[src/rtl/fetch_unit.sv]
// Instruction-fetch stage with IF/ID pipeline latch.
// Owns the PC and drives the icache request. When a redirect arrives while a
// fetch is still outstanding, the returning wrong-path word is squashed.
// A decoded halt freezes fetch until reset.
module fetch_unit #(
  parameter int                WORD_W  = 32,
  parameter logic [WORD_W-1:0] PC_INIT = {WORD_W{1'b0}}
) (
  input  logic              CLK,
  input  logic              nRST,
  input  logic              pc_en,
  input  logic              stall_ifid,
  input  logic              flush_ifid,
  input  logic              redirect,
  input  logic [WORD_W-1:0] redirect_pc,
  input  logic              halt,
  input  logic              ihit,
  input  logic [WORD_W-1:0] iload,
  output logic              imemREN,
  output logic [WORD_W-1:0] imemaddr,
  output logic [WORD_W-1:0] ifid_instr,
  output logic [WORD_W-1:0] ifid_npc,
  output logic              ifid_valid
);

  typedef enum logic [1:0] {
    ST_FETCH  = 2'd0,
    ST_SQUASH = 2'd1,
    ST_HALTED = 2'd2
  } state_t;

  localparam logic [WORD_W-1:0] PC_STEP = {{(WORD_W-3){1'b0}}, 3'd4};

  state_t            r_state;
  logic [WORD_W-1:0] r_pc;
  logic [WORD_W-1:0] r_pend_pc;

  state_t            w_state_next;
  logic [WORD_W-1:0] w_pc_next;
  logic [WORD_W-1:0] w_pend_next;
  logic [WORD_W-1:0] w_pc_plus4;
  logic              w_load;    // latch iload as a real instruction
  logic              w_bubble;  // latch a nop bubble (wrong-path word dropped)
  logic              w_halted;  // drain IF/ID valid while halted

  // PC + 4 wraps naturally modulo 2^WORD_W
  assign w_pc_plus4 = r_pc + PC_STEP;

  // The cache address is the PC register; the request drops while in reset or halted
  assign imemaddr = r_pc;
  assign imemREN  = nRST & (r_state != ST_HALTED);

  // Next-state, next-PC and IF/ID load decisions
  always_comb begin
    w_state_next = r_state;
    w_pc_next    = r_pc;
    w_pend_next  = r_pend_pc;
    w_load       = 1'b0;
    w_bubble     = 1'b0;
    w_halted     = 1'b0;
    case (r_state)
      ST_FETCH: begin
        if (halt) begin
          w_state_next = ST_HALTED;
        end else if (redirect) begin
          if (ihit) begin
            // Word returned this cycle belongs to the old path
            w_pc_next = redirect_pc;
            w_bubble  = 1'b1;
          end else begin
            // Fetch still in flight: remember target and squash its return
            w_pend_next  = redirect_pc;
            w_state_next = ST_SQUASH;
          end
        end else if (ihit && pc_en && !stall_ifid) begin
          w_pc_next = w_pc_plus4;
          w_load    = 1'b1;
        end else begin
          w_pc_next = r_pc;
        end
      end
      ST_SQUASH: begin
        if (halt) begin
          w_state_next = ST_HALTED;
        end else if (ihit) begin
          // Outstanding fetch returned; drop it and jump to the latest target
          w_pc_next    = redirect ? redirect_pc : r_pend_pc;
          w_bubble     = 1'b1;
          w_state_next = ST_FETCH;
        end else if (redirect) begin
          w_pend_next = redirect_pc;
        end else begin
          w_pend_next = r_pend_pc;
        end
      end
      ST_HALTED: begin
        w_halted = 1'b1;
      end
      default: begin
        w_state_next = ST_FETCH;
      end
    endcase
  end

  // Fetch FSM, PC and pending-redirect target
  always_ff @(posedge CLK or negedge nRST) begin
    if (!nRST) begin
      r_state   <= ST_FETCH;
      r_pc      <= PC_INIT;
      r_pend_pc <= {WORD_W{1'b0}};
    end else begin
      r_state   <= w_state_next;
      r_pc      <= w_pc_next;
      r_pend_pc <= w_pend_next;
    end
  end

  // IF/ID latch: flush beats stall beats load; halt drains the valid bit
  always_ff @(posedge CLK or negedge nRST) begin
    if (!nRST) begin
      ifid_instr <= {WORD_W{1'b0}};
      ifid_npc   <= {WORD_W{1'b0}};
      ifid_valid <= 1'b0;
    end else if (flush_ifid) begin
      ifid_instr <= {WORD_W{1'b0}};
      ifid_npc   <= {WORD_W{1'b0}};
      ifid_valid <= 1'b0;
    end else if (w_halted) begin
      ifid_valid <= 1'b0;
    end else if (stall_ifid) begin
      ifid_valid <= ifid_valid;
    end else if (w_load) begin
      ifid_instr <= iload;
      ifid_npc   <= w_pc_plus4;
      ifid_valid <= 1'b1;
    end else if (w_bubble) begin
      ifid_instr <= {WORD_W{1'b0}};
      ifid_npc   <= {WORD_W{1'b0}};
      ifid_valid <= 1'b0;
    end else begin
      ifid_valid <= ifid_valid;
    end
  end

endmodule

[config.mk]
export PLATFORM = sky130hd
export DESIGN_NAME = fetch_unit
export DESIGN_NICKNAME = d
export VERILOG_FILES = /design/src/rtl/fetch_unit.sv
export SDC_FILE = /design/constraint.sdc
export NUM_CORES = 1
export LEC_CHECK = 0
export ABC_AREA = 1
export CAP_MARGIN = 20
export CORE_MARGIN = 4
export CORE_UTILIZATION = 35
export DETAILED_ROUTE_END_ITERATION = 10
export PLACE_DENSITY = 0.6
export SETUP_SLACK_MARGIN = 0.5
export SYNTH_ARGS = -nofsm -noshare
export SYNTH_HDL_FRONTEND = slang
export SYNTH_SLANG_ARGS = --single-unit
[constraint.sdc]
create_clock -name CLK -period 4.21 [get_ports CLK]
set_input_delay 0.421 -clock CLK [delete_from_list [all_inputs] [get_ports CLK]]
set_output_delay 0.421 -clock CLK [all_outputs]
set_load 0.03 [all_outputs]
---- After elaboration in Yosys (flattened, before gate mapping) ----
Cells that the tools add are included.
word-level totals
  register bits after elaboration ......... 131
  output and inout bits ................... 98
  word-level logic and storage cells ...... 82
cells by class
  add/sub/neg operators ................... 1
  equality and inequality tests ........... 17
  multiplexer cells ....................... 44
  bitwise gates (word level) .............. 2
  reductions and logical operators ........ 12
operator list
  operator                 number
  $mux W32                 21
  $pmux W32 S2             2
  $add A32 B3 Y32 const B  1
  $ne A2 B2 Y1 const B     8
  $ne A3 B3 Y1 const B     5
  $mux W1                  14
  $reduce_and A6 Y1        2
  $mux W2                  5
  $pmux W2 S3              1
  $reduce_and A4 Y1        1
  $reduce_bool A4 Y1       1
  $ne A3 B1 Y1 const B     1
  $reduce_and A3 Y1        1
  $reduce_bool A3 Y1       1
  $eq A2 B1 Y1 const B     1
  $eq A2 B2 Y1 const B     1
  $logic_and A1 B1 Y1      2
  $logic_not A2 Y1         1
  $ne A2 B1 Y1 const B     1
  $pmux W1 S2              1
  $reduce_and A2 Y1        1
  $reduce_bool A2 Y1       1
  $and A1 B1 Y1            1
  $logic_not A1 Y1         1
  $not A1 Y1               1

---- Depth between registers and ports, before layout ----
Gate-level depths: netlist of the first run.
  word-level depth ........................ 10
  depth in mapped cells ................... 13

---- Least setup slack after synthesis of the first run ----
Ideal clock, no wire load.
  kind .................................... reg-to-reg
  start ................................... register r_pc[2], in the netlist imemaddr[2]
  end ..................................... register r_pc[14], in the netlist imemaddr[14]
  library setup time ...................... 0.077 ns
  data arrival time ....................... 1.772 ns
  data required time ...................... 4.133 ns
  path slack .............................. 2.360 ns
  stages on the path, launching flop included .. 11
  path buffers ............................ 0
  period minus slack after synthesis ...... 1.850 ns
  cells stage by stage .................... dfrtp_1 > ha_1 > nand2_1 > nor2_2 > nand2_1 > nor2_1 > xor2_1 > nand2_1 > nand2_1 > nand2_1 > a21oi_1
on the way
  longest elaborated chain between the ends .. 5
ends and longest elaborated chain
  element                 line  text
  start, declared         35    logic [WORD_W-1:0] r_pc;
  start signal, assigned  113   r_pc <= w_pc_next;
  $add A32 B3 Y32         47    assign w_pc_plus4 = r_pc + PC_STEP;
  $mux W32                75    end else if (ihit && pc_en && !stall_ifid) begin
  $mux W32                65    end else if (redirect) begin
  $mux W32                63    if (halt) begin
  $pmux W32 S2            61    case (r_state)
Every way passes these cells. The select of a mux whose other input is x is not followed.
A chain may end at the register's enable or synchronous reset.

---- Worst setup path after layout of the first run ----
  start ................................... input port ihit
  end ..................................... register ifid_npc[20]
on the way
  longest elaborated chain between the ends .. 10
  elaborated cells between the ends (all ways) .. 17
ends and longest elaborated chain
  element                           line  text
  start, declared                   17    input logic ihit,
  $logic_and A1 B1 Y1 (2 in a row)  75
  $mux W1                           75
  $mux W1                           65
  $mux W1                           63
  $mux W1                           61
  $mux W32                          132   end else if (w_load) begin
  $mux W32                          130   end else if (stall_ifid) begin
  $mux W32                          128   end else if (w_halted) begin
  $mux W32                          124   end else if (flush_ifid) begin
  end signal, assigned              122   ifid_npc <= {WORD_W{1'b0}};
  end signal, assigned              126   ifid_npc <= {WORD_W{1'b0}};
  end signal, assigned              134   ifid_npc <= w_pc_plus4;
  end, declared                     22    output logic [WORD_W-1:0] ifid_npc,
Parallel ways exist; a longest one is shown, timed or not. The select of a mux whose other input is x is not followed.

==> results of run 1 <==
-- routing by layer --
layer | share of wire | global-route usage
met5 | 0 | 0
met1 | 0.48 | 0.279
met2 | 0.45 | 0.298
met3 | 0.054 | 0.0338
met4 | 0.019 | 0.0619
-- final timing paths --
| check | from | end | slack [ns] | cells after the start |
|---|---|---|---|---|
| max | ihit | ifid_npc[20]$_DFFE_PN0P_ | 1.42 | 13 |
| min | ifid_instr[3]$_DFFE_PN0P_ | ifid_instr[3]$_DFFE_PN0P_ | 0.47 | 2 |
| max reg2reg | r_state[0]$_DFFE_PN0P_ | ifid_npc[20]$_DFFE_PN0P_ | 1.64 | 9 |
| min reg2reg | ifid_instr[3]$_DFFE_PN0P_ | ifid_instr[3]$_DFFE_PN0P_ | 0.47 | 2 |
| max in group asynchronous | nRST | ifid_npc[27]$_DFFE_PN0P_ | 2.62 | 4 |
| min in group asynchronous | nRST | r_pend_pc[0]$_DFFE_PN0P_ | 0.52 | 2 |
-- sequential cells by signal (all words and copies together), names as in the netlist --
signal	count
ifid_instr	32
ifid_npc	32
imemaddr	32
r_pend_pc	32
r_state	2
ifid_valid	1
-- logic make-up after synthesis --
family / after synthesis
and+or+nand+nor: 564
AOI/OAI and AO/OA: 147
DFF: 131
buffers and inverters: 94
adders and majority gates: 1
xor gates and xnor gates: 15
-- power breakdown --
group / internal [mW] / switching (mW)
registers: 1.28 / 0.0351
clock network: 0.989 / 0.558
logic: 0.139 / 0.195
total: 2.41 / 0.789
-- cells in the final DEF (no fill, tap or decap), types with 4 or more instances in the layout --
cell,Yosys,final
a21oi_1,69,69
a31oi_1,5,5
buf_4,0,11
clkbuf_16,0,17
clkbuf_8,0,4
clkdlybuf4s50_1,0,168
clkinv_2,0,4
dfrtp_1,131,131
inv_1,40,39
nand2_1,393,392
nand3_1,67,67
nor2_1,94,93
o21a_1,24,24
o21ai_0,46,46
xor2_1,13,13
-- layout make-up --
type                            count  share of cell area
Clock inverter                      9              0.0136
Tap cell                          265              0.0353
Clock buffer                       22              0.0515
Inverter                           43              0.0174
Multi-Input combinational cell    727               0.341
Timing Repair Buffer              182               0.193
Sequential cell                   131               0.349
-- stage by stage --
| step | hold slack (ns) | setup WS [ns] | area [um2] |
|---|---|---|---|
| after floorplan | 0.125 | 2.36 | 6890 |
| after global placement | 0.424 | 1.05 | 8750 |
| after detailed placement | 0.422 | 0.945 | 8750 |
| after CTS | 0.473 | 1.36 | 9370 |
| after global routing | 0.492 | 1.17 | 9400 |
| final | 0.467 | 1.42 | 9400 |
-- worst max-delay path: cells and delay by family --
family	cells	cell delay, ns
buffers and inverters	4	1.34
AND/OR/NAND/NOR	7	1.07
AO/OA/AOI/OAI	2	0.20
==> results.json, run 1 <==
{
  "layout.cells.non_filler": 1379,
  "synth-compound-area-share": 0.118,
  "syn_area_per_cell_um2": 7.23,
  "yosysSeqAreaShare": 0.476,
  "outcome": "finished, final reports clean",
  "path_cells": "clkdlybuf4s50_1 -> inv_1 -> nor2_1 -> nand3_1 -> o211ai_2 -> nand2_2 -> inv_4 -> nand2_2 -> nand2_1 -> nand2_2 -> buf_4 -> nand2_1 -> o21ai_0",
  "powerDensity_nw_per_um2": 340,
  "syn-num-nets": 1025,
  "via_per_inst": 4.80,
  "grt_overflow_total": 0,
  "drive_gt1_frac": 0.0485,
  "fin_nets": 1175,
  "critPathCaptureType": "register",
  "synthCells": 952,
  "cts_setup_buffers": 0,
  "worst_pin_slew_ns": 0.791,
  "p_total_mw": 3.20,
  "grt_pass1_wl_um": 33800,
  "wirelength_um": 21400,
  "coreArea_um2": 19400,
  "cp.arrival_ns": 3.05,
  "critPathMostFrequentCell": "nand2_2",
  "hpwl_um": 14700,
  "drc_errors": 0,
  "max-vdd-ir-drop_v": 0.000276,
  "die_w_um": 148,
  "vias": 6615,
  "ys_warn_count": 0,
  "cts-htree-levels": 4,
  "critPathKind": "input port to register",
  "drt_iter0_markers": 555,
  "setup_viol": 0,
  "synth_commonest_cells": "nand2_1 (393), dfrtp_1 (131), nor2_1 (94)",
  "synth_top_area_share": 0.476,
  "skew_ns": 0.0121,
  "clock.fmax_mhz": 359,
  "cts_resized": 0,
  "muxShareOfSynthArea": 0,
  "start_util": 0.355,
  "setup_tns_ns": 0,
  "clkTransAtPathRegs_ns": 0.06,
  "cap_violations": 0,
  "ys_ff_latch": 131,
  "rsz0062_at_grt": "no",
  "n_fill_cell": 1950,
  "period_needed_ns": 2.79,
  "cp_slowest_stage_delay_ns": 0.50,
  "grt_max_degree": 79,
  "yosysMostFrequentCell": "nand2_1",
  "start_kind": "input port",
  "synth_largest_area_cell": "dfrtp_1",
  "portBuffers": 169,
  "cp_max_fo": 37,
  "die_h_um": 148,
  "period_share": 0.662,
  "synth_edf_count": 0,
  "synthDistinctLibCells": 28,
  "crit_required_ns": 4.48,
  "grt_pass1_vias": 6249,
  "max-slew-margin-rel": 0.472,
  "synth_top_family_by_area": "simple AND/OR/NAND/NOR gates",
  "syn_to_final_growth_pct": 36.5,
  "gp_congestion": 0.906,
  "maxSlewViolCount": 0,
  "synthesis.area_um2": 6890,
  "slowest_stage": "clkdlybuf4s50_1",
  "first_pass_iters": 4,
  "yosys.area_share.adder": 0.00182,
  "rows": 51,
  "io_pins": 170,
  "dp_cells": 1346,
  "cts_num_sinks": 131,
  "leakagePower_nw": 4.47,
  "diodes": 0,
  "fin_util": 0.485,
  "die_area_um2": 22000,
  "synth-async-reset-ratio": 1.00,
  "ant_nets": 0,
  "yosys-top-cells-area": "dfrtp_1 (48%), nand2_1 (21%), nor2_1 (5.1%)",
  "root_buffer": "clkbuf_16",
  "cts_made_buffers": 17,
  "wire_per_inst_um": 15.5,
  "synthSimpleGateAreaFrac": 0.324,
  "cts_hold_buf": 1,
  "seq_area_um2": 3280,
  "grt.total_usage": 0.194,
  "hold_path.class": "register to register",
  "insertion_delay_ns": 0.42,
  "cts_tree": "built",
  "grt_antenna_before_repair": 0,
  "hold_viol": 0,
  "synthXorXnorAreaFrac": 0.0191,
  "clock_path_buffers": 2,
  "synthFlopType": "dfrtp_1",
  "multiInputGateArea_um2": 3200
}
Power figures use the tool's default switching activity.
==> inputs of run 2 (changes only) <==
--- a/config.mk
+++ b/config.mk
@@ -10,7 +10,7 @@
 export CORE_MARGIN = 4
 export CORE_UTILIZATION = 35
 export DETAILED_ROUTE_END_ITERATION = 10
-export PLACE_DENSITY = 0.6
+export PLACE_DENSITY = 0.62
 export SETUP_SLACK_MARGIN = 0.5
 export SYNTH_ARGS = -nofsm -noshare
 export SYNTH_HDL_FRONTEND = slang
==> constraint.sdc (replaced) <==
create_clock -name CLK -period 2.45 [get_ports CLK]
set_input_delay 0.245 -clock CLK [delete_from_list [all_inputs] [get_ports CLK]]
set_output_delay 0.245 -clock CLK [all_outputs]
set_load 0.03 [all_outputs]
==> run 2 against run 1 <==
Effect of this change:
- the run now ends with hold timing left
- via count up 1.6%
- sequential power is 73% higher
- total power increased by 58%
- critical path depth fell by 12
- worst setup slack got worse by 0.90 ns
- clock power increased by 42%
- final cell count barely moved
- register-to-register slack worse by 1.0 ns
- hold slack got worse by 0.61 ns
==> results.json, run 2 (same netlist as run 1, synthesis figures left out) <==
{
  "cts_made_buffers": 17,
  "grt_max_degree": 132,
  "drive_gt1_frac": 0.0628,
  "leakagePower_nw": 4.48,
  "wire_per_inst_um": 15.4,
  "slowest_stage": "clkdlybuf4s50_1",
  "r2r_cells": 9,
  "coreArea_um2": 19400,
  "grt_pass1_wl_um": 33800,
  "setup_viol": 0,
  "clkTransAtPathRegs_ns": 0.06,
  "critPathCaptureType": "output port",
  "cp_top_family": "buffers and inverters",
  "worst_pin_slew_ns": 0.839,
  "period_needed_ns": 1.92,
  "r2r-end": "imemaddr[13]$_DFFE_PN0P_",
  "multiInputGateArea_um2": 3290,
  "vias": 6718,
  "fin_util": 0.487,
  "max-vdd-ir-drop_v": 0.000492,
  "cp_max_fo": 6,
  "cp_slowest_stage_delay_ns": 0.77,
  "grt_antenna_before_repair": 0,
  "clock.fmax_mhz": 520,
  "n_fill_cell": 1966,
  "die_area_um2": 22000,
  "io_pins": 170,
  "grt_overflow_total": 0,
  "root_buffer": "clkbuf_16",
  "final_common_cell": "nand2_1",
  "drt_iter0_markers": 539,
  "via_per_inst": 4.87,
  "cts_num_sinks": 131,
  "insertion_delay_ns": 0.42,
  "seq_area_um2": 3280,
  "setup_ws_ns": 0.526,
  "path_cells": "clkdlybuf4s50_1",
  "syn_to_final_growth_pct": 37.2,
  "start_util": 0.355,
  "rrSetupSlack_ns": 0.64,
  "die_w_um": 148,
  "die_h_um": 148,
  "max-slew-margin-rel": 0.441,
  "hold_path.class": "input port to asynchronous set/reset pin",
  "cts-htree-levels": 4,
  "setup_tns_ns": 0,
  "hold_viol": 51,
  "final_cell_mix": "nand2_1 (389), clkdlybuf4s50_1 (165), dfrtp_1 (130)",
  "rsz0062_at_grt": "yes",
  "hpwl_um": 14700,
  "rows": 51,
  "crit_required_ns": 2.20,
  "maxSlewViolCount": 0,
  "critPathKind": "register to output port",
  "holdWs_ns": -0.139,
  "first_pass_iters": 5,
  "cap_violations": 0,
  "timing.rr.start": "imemaddr[10]$_DFFE_PN0P_",
  "grt_pass1_vias": 6160,
  "ant_nets": 0,
  "drc_errors": 0,
  "portBuffers": 169,
  "outcome": "finished with violations",
  "clock_path_buffers": 2,
  "diodes": 0,
  "period_share": 0.785,
  "start_kind": "register",
  "cp_num_buf_inv": 1,
  "grt.total_usage": 0.194,
  "powerDensity_nw_per_um2": 534,
  "wirelength_um": 21200,
  "pre_cts_ws_ns": 0.380,
  "gp_congestion": 0.910,
  "cts_hold_buf": 0,
  "skew_ns": 0.0112,
  "cp.arrival_ns": 1.68,
  "fin_nets": 1179,
  "violations": "hold timing",
  "cts_tree": "built"
}
==> run 2: cell count changes in the layout (fill, tap and decap cells not counted), sizes merged <==
cell           previous run  this run
dlymetal6s2s              0         2
clkinvlp                  0         1
clkbuf                   22        21
dlygate4sd3               1         0
dlygate4sd2               0         1
bufinv                    3         0
clkdlybuf4s50           168       165
buf                      13        18
==> run 2: how the worst max path moves through the flow <==
stage,endpoint,slack [ns],from,cells past startpoint
finish,imemaddr[21],0.53,imemaddr[21]$_DFFE_PN0P_,1
global route,imemaddr[13]$_DFFE_PN0P_,0.47,imemaddr[10]$_DFFE_PN0P_,9
CTS,imemaddr[18],0.48,imemaddr[18]$_DFFE_PN0P_,1
detailed placement,ifid_npc[10]$_DFFE_PN0P_,0.38,ihit,13
global placement,imemaddr[2]$_DFFE_PN0P_,0.43,ihit,10
floorplan,imemaddr[14]$_DFFE_PN0P_,0.60,imemaddr[2]$_DFFE_PN0P_,10
==> run 2: through the flow <==
| step | instances | instance area [um2] | total power [mW] |
|---|---|---|---|
| 4_1_cts | 1378 | 9360 | 5.10 |
| 5_1_grt | 1380 | 9450 | 5.25 |
| 3_3_place_gp | 1350 | 8840 | 2.87 |
| 3_5_place_dp | 1350 | 8840 | 2.88 |
| 2_1_floorplan | 952 | 6890 | 2.55 |
| 6_report | 1380 | 9450 | 5.04 |
==> run 2: layer usage <==
layer	wire length, um	GRT usage	share of wire	vias to the layer above
li1	-	-	-	3351
met2	9520	0.293	0.45	210
met5	0	0	0	-
met4	510	0.0711	0.024	0
met1	9990	0.279	0.47	3128
met3	1190	0.0360	0.056	29
==> run 2: power breakdown <==
group | internal (mW) | switching [mW] | total (mW) | leakage, nW
registers | 2.20 | 0.0606 | 2.26 | 1.73
logic | 0.249 | 0.336 | 0.584 | 2.50
clock network | 1.31 | 0.891 | 2.20 | 0.250
==> run 2: repair_timing <==
action                                  4_1_cts  5_1_grt
buffers inserted                              0        2
pin swaps                                     0        2
gates cloned                                  0        0
endpoints found under the setup margin        5       26
resized for setup                             6       19
==> run 2: cell type report <==
type | instances | area share
timing repair buffer | 186 | 0.200
clock inverter | 7 | 0.00397
tap | 265 | 0.0351
inverter | 43 | 0.0174
sequential | 131 | 0.347
clock buffer | 21 | 0.0487
multi-input combinational | 727 | 0.348
